===== config.mk =====
export PLATFORM = sky130hd
export DESIGN_NAME = sm2201_camac_cycle_controller
export DESIGN_NICKNAME = d
export VERILOG_FILES = /design/src/rtl/sm2201_camac_cycle_controller.sv
export SDC_FILE = /design/constraint.sdc
export NUM_CORES = 1
export LEC_CHECK = 0
export ABC_AREA = 1
export CORE_MARGIN = 3
export CORE_UTILIZATION = 35
export DETAILED_ROUTE_END_ITERATION = 7
export HOLD_SLACK_MARGIN = 0.12
export PLACE_DENSITY = 0.65
export RECOVER_POWER = 100
export SYNTH_ARGS = -nofsm -noshare
export SYNTH_HDL_FRONTEND = slang
export SYNTH_SLANG_ARGS = --single-unit

===== constraint.sdc =====
create_clock -name isa_clk -period 4.41 [get_ports isa_clk]
set_input_delay 0.882 -clock isa_clk [delete_from_list [all_inputs] [get_ports isa_clk]]
set_output_delay 0.882 -clock isa_clk [all_outputs]
set_load 0.05 [all_outputs]

===== src/rtl/sm2201_camac_cycle_controller.sv =====
// rtl/sm2201_camac_cycle_controller.sv - SM2201 ISA-to-CAMAC dataway cycle controller (option macro: CAMAC_AUTOINC_EN)
module sm2201_camac_cycle_controller #(
  parameter logic [9:0] BASE_ADDR = 10'h300,
  parameter int         T_SETUP   = 2,
  parameter int         T_S1      = 3,
  parameter int         T_GAP     = 1,
  parameter int         T_S2      = 3,
  parameter int         MAX_WAIT  = 120
) (
  input  logic        isa_clk,
  input  logic        isa_reset,
  input  logic [9:0]  isa_addr,
  input  logic        isa_aen,
  input  logic        isa_ior,
  input  logic        isa_iow,
  input  logic [7:0]  isa_data_in,
  output logic [7:0]  isa_data_out,
  output logic        isa_data_oe,
  output logic        isa_chrdy,
  output logic        isa_irq,
  output logic [4:0]  camac_n,
  output logic [3:0]  camac_a,
  output logic [4:0]  camac_f,
  output logic [23:0] camac_wdata,
  input  logic [23:0] camac_rdata,
  input  logic        camac_x,
  input  logic        camac_q,
  input  logic        camac_lam,
  output logic        camac_b,
  output logic        camac_s1,
  output logic        camac_s2
);

  localparam int WW = $clog2(MAX_WAIT + 1);
  localparam logic [7:0] SETUP_LAST = 8'(T_SETUP - 1);
  localparam logic [7:0] S1_LAST    = 8'(T_S1 - 1);
  localparam logic [7:0] GAP_LAST   = 8'(T_GAP - 1);
  localparam logic [7:0] S2_LAST    = 8'(T_S2 - 1);
  localparam logic [WW-1:0] WAIT_MAX  = WW'(MAX_WAIT);
  localparam logic [WW-1:0] WAIT_LAST = WW'(MAX_WAIT - 1);

  typedef enum logic [2:0] {
    ST_IDLE, ST_SETUP, ST_S1, ST_GAP, ST_S2, ST_RELEASE
  } state_t;

  state_t      state;
  logic [7:0]  cnt;
  logic        sel;
  logic [2:0]  off;
  logic        busy;

  logic        iow_q, ior_q;
  logic        wr_sel, rd_sel, wr_go;
  logic [2:0]  wr_off, rd_off;
  logic [7:0]  wr_data;

  logic [7:0]  wd0, wd1, wd2;
  logic [4:0]  n_reg;
  logic [3:0]  a_reg;
  logic        irq_en;
  logic        x_reg, q_reg;
  logic [23:0] rdata_reg;

  logic        lam_s1, lam_s2, lam_s3;
  logic        lam_pending, lam_pend_nxt, irq_en_nxt;
  logic        timeout, overrun;
  logic [WW-1:0] wait_cnt;
  logic        wait_cond, wait_hit;
  logic        lam_rise, rd_clr, f_wr, ctl_wr;

  assign sel  = !isa_aen && (isa_addr[9:3] == BASE_ADDR[9:3]);
  assign off  = isa_addr[2:0];
  assign busy = (state != ST_IDLE);

  assign f_wr     = wr_go && (wr_off == 3'd5);
  assign ctl_wr   = wr_go && (wr_off == 3'd6);
  assign lam_rise = lam_s2 && !lam_s3;
  assign rd_clr   = rd_sel && (rd_off == 3'd5) && !ior_q && isa_ior;

  assign wait_cond = sel && (!isa_ior || !isa_iow) && ((off <= 3'd2) || (off == 3'd5)) && busy;
  assign wait_hit  = wait_cond && (wait_cnt == WAIT_LAST);
  assign isa_chrdy = !(wait_cond && (wait_cnt != WAIT_MAX));

  assign isa_data_oe = sel && !isa_ior;
  assign camac_wdata = {wd2, wd1, wd0};

  // Read mux straight off the live ISA address
  always_comb begin
    isa_data_out = 8'h00;
    case (off)
      3'd0: isa_data_out = rdata_reg[7:0];
      3'd1: isa_data_out = rdata_reg[15:8];
      3'd2: isa_data_out = rdata_reg[23:16];
      3'd3: isa_data_out = {3'b000, n_reg};
      3'd4: isa_data_out = {4'b0000, a_reg};
      3'd5: isa_data_out = {busy, x_reg, q_reg, lam_pending, timeout, overrun, 2'b00};
      3'd6: isa_data_out = {7'b0000000, irq_en};
      default: isa_data_out = 8'h00;
    endcase
  end

  // Next LAM/irq-enable state; a new LAM edge beats a simultaneous clear
  always_comb begin
    lam_pend_nxt = lam_pending;
    irq_en_nxt   = irq_en;
    if (ctl_wr) begin
      irq_en_nxt = wr_data[0];
      if (wr_data[1]) lam_pend_nxt = 1'b0;
    end
    if (lam_rise) lam_pend_nxt = 1'b1;
  end

  // Track ISA strobes; latch address/data while a strobe is low, flag the write one cycle after iow rises
  always_ff @(posedge isa_clk or negedge isa_reset) begin
    if (!isa_reset) begin
      iow_q   <= 1'b0;
      ior_q   <= 1'b0;
      wr_sel  <= 1'b0;
      rd_sel  <= 1'b0;
      wr_off  <= 3'd0;
      rd_off  <= 3'd0;
      wr_data <= 8'h00;
      wr_go   <= 1'b0;
    end else begin
      iow_q <= isa_iow;
      ior_q <= isa_ior;
      if (!isa_iow) begin
        wr_sel  <= sel;
        wr_off  <= off;
        wr_data <= isa_data_in;
      end
      if (!isa_ior) begin
        rd_sel <= sel;
        rd_off <= off;
      end
      wr_go <= wr_sel && !iow_q && isa_iow;
    end
  end

  // Staging registers written from ISA; A optionally steps at the end of each cycle
  always_ff @(posedge isa_clk or negedge isa_reset) begin
    if (!isa_reset) begin
      wd0   <= 8'h00;
      wd1   <= 8'h00;
      wd2   <= 8'h00;
      n_reg <= 5'd0;
      a_reg <= 4'd0;
    end else begin
      if (wr_go && (wr_off == 3'd0)) wd0 <= wr_data;
      if (wr_go && (wr_off == 3'd1)) wd1 <= wr_data;
      if (wr_go && (wr_off == 3'd2)) wd2 <= wr_data;
      if (wr_go && (wr_off == 3'd3)) n_reg <= wr_data[4:0];
      if (wr_go && (wr_off == 3'd4)) a_reg <= wr_data[3:0];
`ifdef CAMAC_AUTOINC_EN
      else if (state == ST_RELEASE) a_reg <= a_reg + 4'd1;
`endif
    end
  end

  // Dataway strobe sequencer; NAF frozen at start, X/Q/R sampled on the last S1 clock
  always_ff @(posedge isa_clk or negedge isa_reset) begin
    if (!isa_reset) begin
      state     <= ST_IDLE;
      cnt       <= 8'd0;
      camac_b   <= 1'b0;
      camac_s1  <= 1'b0;
      camac_s2  <= 1'b0;
      camac_n   <= 5'd0;
      camac_a   <= 4'd0;
      camac_f   <= 5'd0;
      x_reg     <= 1'b0;
      q_reg     <= 1'b0;
      rdata_reg <= 24'h000000;
    end else begin
      case (state)
        ST_IDLE: begin
          if (f_wr) begin
            state   <= ST_SETUP;
            cnt     <= 8'd0;
            camac_b <= 1'b1;
            camac_n <= n_reg;
            camac_a <= a_reg;
            camac_f <= wr_data[4:0];
          end
        end
        ST_SETUP: begin
          if (cnt == SETUP_LAST) begin
            state    <= ST_S1;
            cnt      <= 8'd0;
            camac_s1 <= 1'b1;
          end else cnt <= cnt + 8'd1;
        end
        ST_S1: begin
          if (cnt == S1_LAST) begin
            state    <= ST_GAP;
            cnt      <= 8'd0;
            camac_s1 <= 1'b0;
            x_reg    <= camac_x;
            q_reg    <= camac_q;
            if (camac_f < 5'd8) rdata_reg <= camac_rdata;
          end else cnt <= cnt + 8'd1;
        end
        ST_GAP: begin
          if (cnt == GAP_LAST) begin
            state    <= ST_S2;
            cnt      <= 8'd0;
            camac_s2 <= 1'b1;
          end else cnt <= cnt + 8'd1;
        end
        ST_S2: begin
          if (cnt == S2_LAST) begin
            state    <= ST_RELEASE;
            cnt      <= 8'd0;
            camac_s2 <= 1'b0;
          end else cnt <= cnt + 8'd1;
        end
        ST_RELEASE: begin
          state   <= ST_IDLE;
          camac_b <= 1'b0;
        end
        default: state <= ST_IDLE;
      endcase
    end
  end

  // LAM synchronizer, interrupt, wait-state watchdog and sticky error flags
  always_ff @(posedge isa_clk or negedge isa_reset) begin
    if (!isa_reset) begin
      lam_s1      <= 1'b0;
      lam_s2      <= 1'b0;
      lam_s3      <= 1'b0;
      lam_pending <= 1'b0;
      irq_en      <= 1'b0;
      isa_irq     <= 1'b0;
      timeout     <= 1'b0;
      overrun     <= 1'b0;
      wait_cnt    <= '0;
    end else begin
      lam_s1      <= camac_lam;
      lam_s2      <= lam_s1;
      lam_s3      <= lam_s2;
      lam_pending <= lam_pend_nxt;
      irq_en      <= irq_en_nxt;
      isa_irq     <= irq_en_nxt && lam_pend_nxt;
      if (!wait_cond) wait_cnt <= '0;
      else if (wait_cnt != WAIT_MAX) wait_cnt <= wait_cnt + 1'b1;
      if (wait_hit) timeout <= 1'b1;
      else if (rd_clr) timeout <= 1'b0;
      if (f_wr && busy) overrun <= 1'b1;
      else if (rd_clr) overrun <= 1'b0;
    end
  end

endmodule


==> run metrics, run 1 <==
status=finished, violations left; violated checks=max-capacitance violations, max-slew violations; average cell area after synthesis=8.597 um^2; worst path bufs/invs=4; internal reg-to-reg setup slack=1.37 ns; starting density of the core=35.99%; vias in the first global route=4581; Max-slew headroom=-101.7%; final setup fails=0; Worst-path clk slew=0.05 ns; type of the most critical hold path=register to register; CP cell instances=dlygate4sd3_1, inv_1, nand2_1, inv_1, nand2_1, o21ai_0, a21oi_1, nand3b_1, clkbuf_1; fillers=1423; Tot GR Track Use=16.99%; NetSw=1.098 mW; TritonCTS clock tree=yes; TritonRoute pass-1 iters=5; DR DRC count=0; Resize count post-CTS=0; row count=44; share of the yosys chip area belonging to registers=57.45%; final hold violation count=0; Worst EP arrival=2.84 ns; crit end category=primary output; die area=16570 um^2; min Tclk post-route=3.720 ns; worst r2r path cells=10; setup bufs post-CTS=0; DPL Wire Length=9.486 mm; HP Start=lam_s1; WHS Endpoint=lam_s2; Crit Path Max Fanout=8; die height=128.7 um; number of distinct library cells after synthesis=31; Design Area, Final=6978 um^2; sw frac=31.05%; Avg WL per Cell=14.62 um; initial DRC count=328; Final Max Tran Viols=56; Place WS=0.9621 ns; Clock Path Buffers=2; Vias=4460; share of post-route cells with drive strength above 1=5.299%; antenna violations before repair=1; Flop pwr share=39.9%; most frequent cell after synthesis=nand2_1; worst skew pair latency=0.41 ns; Critical Path Start=isa_addr[2]; fin crit share=84.36%; gr ovfl total=0; Layout area overhead=32.41%; max-cap viol count=1; Total Wirelength=13.46 mm; family with the most delay on the worst path=buffers and inverters; P_int=2.437 mW; cts hold-fix bufs=0; Fin Setup TNS=0 ns; CP Launch Type=input port; largest net degree at the start of global routing=67; vias per cell=4.843; critical path class=input port to primary output; H-tree Lvls=4; number of flops mapped to enable cells by yosys=0; clk_skew=0.007384 ns; Combinational Power Share=20.8%; number of port buffers=101; Yosys top cell area share=57.45%; yosys warns=0; CTS Buf Count=17; Synth top cells by count=235 x nand2_1, 121 x dfrtp_1, 71 x o21ai_0; layout net count=780; Cells after Synth=613; # clock sinks=121; Post-DP Area=6451 um^2; fmax=0.2688 GHz; Synth async-reset ratio=100.0%; Cell Pwr Density=506.6 nW/um^2; max incr delay on CP=0.60 ns; WHS Path Cells=0; Reg-to-Reg End=rdata_reg[18]; RR Startpoint=cnt[0]; post-synthesis cell area=5270 um^2; Ports=102; Synthesized Nets=669; Crit-path slowest cell=dlygate4sd3_1; Chip Width=128.7 um; first-pass GRT wire length=22.20 mm; Clk pwr share=39.3%; most common flop cell mapped by yosys=dfrtp_1; clock tree root driver cell=clkbuf_16; RSZ-0062 raised after global routing=false; post-route ant nets=0; Final WS setup=0.6899 ns; register bit total from synthesis=121; Leak=3.474 nW; number of flip-flops in the largest register=24; Slew @ Worst Pin=3.026 ns; core area=14640 um^2; peak supply drop=274.1 uV; RD Place Congestion=0.8934; cell taking the most area after synthesis=dfrtp_1; CP required=3.53 ns; top post-synthesis cells by area=dfrtp_1 57%, nand2_1 17%, o21ai_0 6.7%
-- worst register-to-register path: cells and delay by family (launching register included) --
family / cells / cell delay, ns
flip-flops: 1 / 0.40
AND/OR/NAND/NOR: 6 / 1.20
buffers and inverters: 3 / 1.12
adder cells (fa/ha/maj): 1 / 0.21
-- power by group through the flow --
stage	Combinational (mW)	Sequential [mW]	Clock [mW]
after floorplan	0.508	1.42	0
after global placement	0.733	1.42	0
after detailed placement	0.760	1.42	0
after CTS	0.769	1.41	1.41
after global routing	0.833	1.44	1.46
final	0.734	1.41	1.39
-- through the flow --
| stage | hold WS [ns] | total power [mW] | std cells | util (%) |
|---|---|---|---|---|
| after floorplan | 0.3312 | 1.931 | 613 | - |
| after global placement | 0.3369 | 2.152 | 889 | 44.05 |
| after detailed placement | 0.3523 | 2.183 | 889 | 44.05 |
| after CTS | 0.3645 | 3.587 | 920 | 48.07 |
| after global routing | 0.3698 | 3.726 | 921 | 47.65 |
| final | 0.3602 | 3.535 | 921 | 47.65 |
-- cells in the final DEF (no fill, tap or decap) --
master / Yosys / final
bufinv_16: 0 / 3
nand2_1: 235 / 237
inv_2: 2 / 1
clkinv_2: 0 / 3
dfrtp_1: 121 / 121
nor3b_1: 1 / 1
o31ai_1: 5 / 5
a22oi_1: 1 / 1
o22ai_1: 1 / 1
nand2_2: 3 / 2
a22o_1: 1 / 1
nor2_4: 3 / 2
a21oi_1: 5 / 5
dlygate4sd3_1: 0 / 48
ha_1: 6 / 6
clkinvlp_2: 0 / 1
diode_2: 0 / 1
buf_4: 0 / 1
nor3_2: 2 / 1
clkbuf_1: 4 / 14
nor3_1: 4 / 5
clkinvlp_4: 0 / 2
mux2_2: 3 / 3
nand3b_1: 2 / 2
clkbuf_8: 0 / 2
inv_1: 63 / 64
nand4_1: 16 / 16
nor2_1: 29 / 30
nand3_1: 17 / 17
buf_12: 0 / 1
xnor2_1: 2 / 2
xor2_1: 5 / 5
clkbuf_16: 0 / 17
clkdlybuf4s50_1: 0 / 43
o21ai_0: 71 / 72
o2111ai_1: 1 / 1
-- final cells by class --
type | count | area, um^2 | area share (%)
tap | 184 | 230.2 | 3.299
multi-input combinational | 415 | 1904 | 27.29
inverter | 66 | 249.0 | 3.568
clock inverter | 8 | 120.1 | 1.721
clock buffer | 23 | 467.9 | 6.706
sequential | 121 | 3028 | 43.39
timing repair buffer | 103 | 975.9 | 13.99
antenna | 1 | 2.502 | 0.03586
-- worst max-delay path by stage --
stage / slack (ns) / cells past startpoint / end
after floorplan: 1.50 / 6 / isa_data_out[2]
after global placement: 1.02 / 6 / isa_chrdy
after detailed placement: 0.96 / 6 / isa_chrdy
after CTS: 0.96 / 6 / isa_chrdy
after global routing: 0.50 / 6 / isa_chrdy
final: 0.69 / 9 / isa_data_out[3]
-- metal layers --
| layer | vias to the layer above | track usage [%] | share of wire, % |
|---|---|---|---|
| met5 | - | 0 | 0 |
| met2 | 102 | 27.20 | 49 |
| li1 | 2172 | - | - |
| met4 | 0 | 6.794 | 2.0 |
| met3 | 21 | 4.649 | 4.1 |
| met1 | 2165 | 21.93 | 45 |
-- logic make-up (layout without fill, tap and decap cells) --
group / after synthesis / in the layout / share of synthesized area (%)
adder cells (fa/ha/maj): 6 / 6 / 1.424
other: 0 / 1 / 0
XOR/XNOR: 7 / 7 / 1.163
flip-flops: 121 / 121 / 57.45
buffers and inverters: 77 / 200 / 5.983
AND/OR/NAND/NOR: 313 / 313 / 24.72
AO/OA/AOI/OAI: 86 / 86 / 8.618
multiplexers: 3 / 3 / 0.6410
Note: power is estimated with default switching activity, not from simulation.
==> run 2: changes to the inputs <==
Settings changed: PLACE_DENSITY 0.65 to 0.67.
Clock period 4.41 ns to 3.2 ns, I/O delays scaled along.
==> run 2 against run 1 <==
Compared with the run above:
- the flow now finishes without violations
- sequential share of layout area decreased by 0.81 points
- combinational power increased by 39%
- largest cell class unchanged
- via count decreased by 4.2%
- die area unchanged
- clock power increased by 47%
- largest power group is now the clock network
- cell area increased by 1.9%
- setup slack got worse by 0.45 ns
==> run metrics, run 2 (synthesis results as in run 1) <==
status=finished, final reports clean; crit end category=primary output; max-cap viol count=0; critical path class=input port to primary output; die area=16570 um^2; post-route ant nets=0; setup bufs post-CTS=0; number of flip-flops in the largest register=24; most frequent cell on the critical path=inv_1; Tot Pwr=5.033 mW; type of the most critical hold path=register to register; CTS Buf Count=17; TritonRoute pass-1 iters=4; internal reg-to-reg setup slack=0.71 ns; fin crit share=92.36%; WHS=0.3557 ns; starting density of the core=35.99%; initial DRC count=298; Leak=3.569 nW; TritonCTS clock tree=yes; Avg WL per Cell=14.14 um; max incr delay on CP=0.60 ns; Ant. Diodes=0; DPL Wire Length=9.332 mm; Design Area, Final=7111 um^2; Max-slew headroom=16.48%; Worst-path clk slew=0.06 ns; vias in the first global route=4235; # clock sinks=121; Final Max Tran Viols=0; RSZ-0062 raised after global routing=false; most frequent cells in the layout=236 x nand2_1, 121 x dfrtp_1, 72 x o21ai_0; DR DRC count=0; Ports=102; Crit-path slowest cell=dlygate4sd3_1; row count=44; die height=128.7 um; Clock Path Buffers=2; Total Wirelength=13.08 mm; Tot GR Track Use=16.68%; CP cell instances=dlygate4sd3_1, inv_1, nand3_1, inv_1, nand2_1, nand4_1, dlymetal6s2s_1; Vias=4274; Post-DP Area=6584 um^2; core area=14640 um^2; commonest non-fill, non-tap cell in the layout=nand2_1; antenna violations before repair=0; Layout area overhead=34.92%; min Tclk post-route=2.955 ns; number of port buffers=101; clock tree root driver cell=clkbuf_16; final hold violation count=0; largest net degree at the start of global routing=48; Fin Setup TNS=0 ns; final setup fails=0; Worst EP arrival=2.32 ns; H-tree Lvls=4; CP Launch Type=input port; fmax=0.3384 GHz; first-pass GRT wire length=21.46 mm; clk_skew=0.01111 ns; Cell Pwr Density=707.8 nW/um^2; Crit Path Max Fanout=8; layout net count=784; share of post-route cells with drive strength above 1=7.152%; gr ovfl total=0; Slew @ Worst Pin=1.253 ns; peak supply drop=396.4 uV; CP required=2.56 ns; worst skew pair latency=0.42 ns; vias per cell=4.621; Chip Width=128.7 um; RD Place Congestion=0.8523
## run 2: critical path: cells and delay by family
family        cells  cell delay (ns)
buf+inv           4             1.38
simple gates      3             0.29
## run 2: where the power goes
group | internal [mW] | switching, mW | leakage (nW)
logic | 0.363 | 0.656 | 1.69
registers | 1.78 | 0.195 | 1.56
clock network | 1.33 | 0.713 | 0.312
total | 3.47 | 1.56 | 3.57
## run 2: final cells by class
| type | count | area, um^2 |
|---|---|---|
| clock buffer | 19 | 442.9 |
| sequential | 121 | 3028 |
| inverter | 66 | 249.0 |
| multi-input combinational | 415 | 1912 |
| fill | 1399 | 7533 |
| clock inverter | 13 | 191.4 |
| timing repair buffer | 107 | 1057 |
| tap | 184 | 230.2 |
## run 2: final timing paths
path | from | end | cells after the start
max in group asynchronous | isa_reset | rdata_reg[10] | 3
worst min register to register | lam_s1 | lam_s2 | 0
worst min-delay path | lam_s1 | lam_s2 | 0
worst max-delay path | isa_addr[2] | isa_data_out[1] | 7
min in group asynchronous | isa_reset | camac_b | 2
worst max register to register | cnt[0] | rdata_reg[0] | 10
## run 2: metal layers
metal	vias up	global-route usage (%)	wire, um
met1	1987	22.75	5985
met2	103	25.03	6172
met4	0	5.003	113
met5	-	0	0
li1	2175	-	-
met3	9	6.019	810
## run 2: what timing repair did
action | CTS | global route
resized for setup | 0 | 0
endpoints found under the hold margin | 17 | 0
hold buffers | 1 | 0
## run 2: through the flow
stage	instances	worst slack [ns]	util [%]
6_report	925	0.2446	48.56
5_1_grt	925	0.1371	48.56
4_1_cts	925	0.4508	49.36
3_5_place_dp	892	0.4501	44.96
3_3_place_gp	892	0.4773	44.96
2_1_floorplan	613	0.7740	-
==> run 3: changes to the inputs <==
Clock period 3.2 ns to 2.58 ns, I/O delays scaled along.
==> run 3 against run 2 <==
Compared with the run above:
- clock-buffer cell count rose by 1
- die area is the same
- hold slack worse by 0.0085 ns
- global-route usage shrank 0.31 points
- critical path type unchanged
- largest cell class unchanged
- highest routed layer unchanged
==> run metrics, run 3 (synthesis results as in run 1) <==
crit end category=primary output; commonest non-fill, non-tap cell in the layout=nand2_1; Ant. Diodes=0; dpl cells=894; Tot GR Track Use=16.36%; Final WS setup=0.1201 ns; register area=3028 um^2; CP Launch Type=input port; fin crit share=95.35%; antenna violations before repair=0; TritonRoute pass-1 iters=5; largest net degree at the start of global routing=67; final setup fails=0; row count=44; Clock Path Buffers=2; die height=128.7 um; setup bufs post-CTS=0; layout net count=786; gr ovfl total=0; worst skew pair latency=0.42 ns; RD Place Congestion=0.8685; fillers=1401; # clock sinks=121; Post-DP Area=6611 um^2; Max-slew headroom=35.63%; number of flip-flops in the largest register=24; max-cap viol count=0; Final Max Tran Viols=0; H-tree Lvls=4; RSZ-0062 raised after global routing=false; number of port buffers=101; core area=14640 um^2; starting density of the core=35.99%; clock tree root driver cell=clkbuf_16; share of post-route cells with drive strength above 1=7.806%; fmax=0.4065 GHz; Avg WL per Cell=13.94 um; peak supply drop=484.1 uV; Vias=4358; CP required=2.06 ns; Cell Pwr Density=869.2 nW/um^2; CTS Buf Count=17; final hold violation count=0; clk_skew=0.007264 ns; most frequent cells in the layout=237 x nand2_1, 121 x dfrtp_1, 72 x o21ai_0; Total Wirelength=12.92 mm; multi-input logic area=1914 um^2; WHS=0.3472 ns; DPL Wire Length=9.270 mm; internal reg-to-reg setup slack=0.41 ns; first-pass GRT wire length=20.93 mm; type of the most critical hold path=register to register; Design Area, Final=7149 um^2; TritonCTS clock tree=yes; Leak=3.581 nW; vias in the first global route=4162; vias per cell=4.701; post-route ant nets=0; Tot Pwr=6.214 mW; fin cells=927; Worst-path clk slew=0.05 ns; Crit Path Max Fanout=8; Worst EP arrival=1.94 ns; Ports=102; Slew @ Worst Pin=0.9656 ns; DR DRC count=0; Chip Width=128.7 um; Layout area overhead=35.66%; Place WS=0.04859 ns; die area=16570 um^2; Fin Setup TNS=0 ns; initial DRC count=254; min Tclk post-route=2.460 ns; Core Util, Final=48.82%; status=finished, final reports clean; critical path class=input port to primary output
## run 3: cell count changes in the layout (fill, tap and decap cells not counted), sizes merged
cell | previous run | this run
clkbuf | 29 | 28
inv | 67 | 68
clkinv | 7 | 5
dlygate4sd3 | 48 | 47
dlymetal6s2s | 1 | 2
clkinvlp | 1 | 2
clkdlybuf4s50 | 43 | 42
bufinv | 4 | 3
buf | 5 | 10
## run 3: layout make-up
| cell class | instances | share of cell area [%] |
|---|---|---|
| tap | 184 | 3.220 |
| sequential | 121 | 42.35 |
| multi-input combinational | 415 | 26.78 |
| clock inverter | 12 | 2.293 |
| clock buffer | 20 | 6.388 |
| timing repair buffer | 109 | 15.45 |
| inverter | 66 | 3.518 |
## run 3: metal layers
layer / GRT usage (%) / part of all wire [%] / vias to the layer above
li1: - / - / 2196
met1: 21.94 / 46 / 2035
met2: 24.36 / 46 / 106
met3: 5.438 / 6.1 / 21
met4: 6.918 / 1.9 / 0
met5: 0 / 0 / -
## run 3: timing repair
action	in CTS	in global routing
hold buffers	1	0
hold endpoints to repair	38	0
gates resized for setup	0	4
setup endpoints to repair	0	5
## run 3: path summary, 6_finish.rpt
| kind | startpoint | end | depth (start not counted) |
|---|---|---|---|
| max in group asynchronous | isa_reset | rdata_reg[10] | 3 |
| min in group asynchronous | isa_reset | irq_en | 2 |
| setup reg to reg | cnt[0] | rdata_reg[0] | 10 |
| setup / recovery | isa_addr[1] | isa_data_out[2] | 7 |
| hold reg to reg | lam_s1 | lam_s2 | 0 |
| hold / removal | lam_s1 | lam_s2 | 0 |
## run 3: worst max-delay path, cell delays in order
cell and delay (ns):
clkdlybuf4s50_1 0.50, inv_1 0.12, nand3_1 0.10, inv_1 0.13
a22oi_2 0.20, nand4_1 0.18, buf_12 0.20
## run 3: report_power, final
| part | leakage, nW | switching [mW] | internal (mW) | total (mW) |
|---|---|---|---|---|
| logic | 1.71 | 0.823 | 0.467 | 1.29 |
| registers | 1.56 | 0.252 | 2.20 | 2.45 |
| clock network | 0.302 | 0.887 | 1.58 | 2.47 |
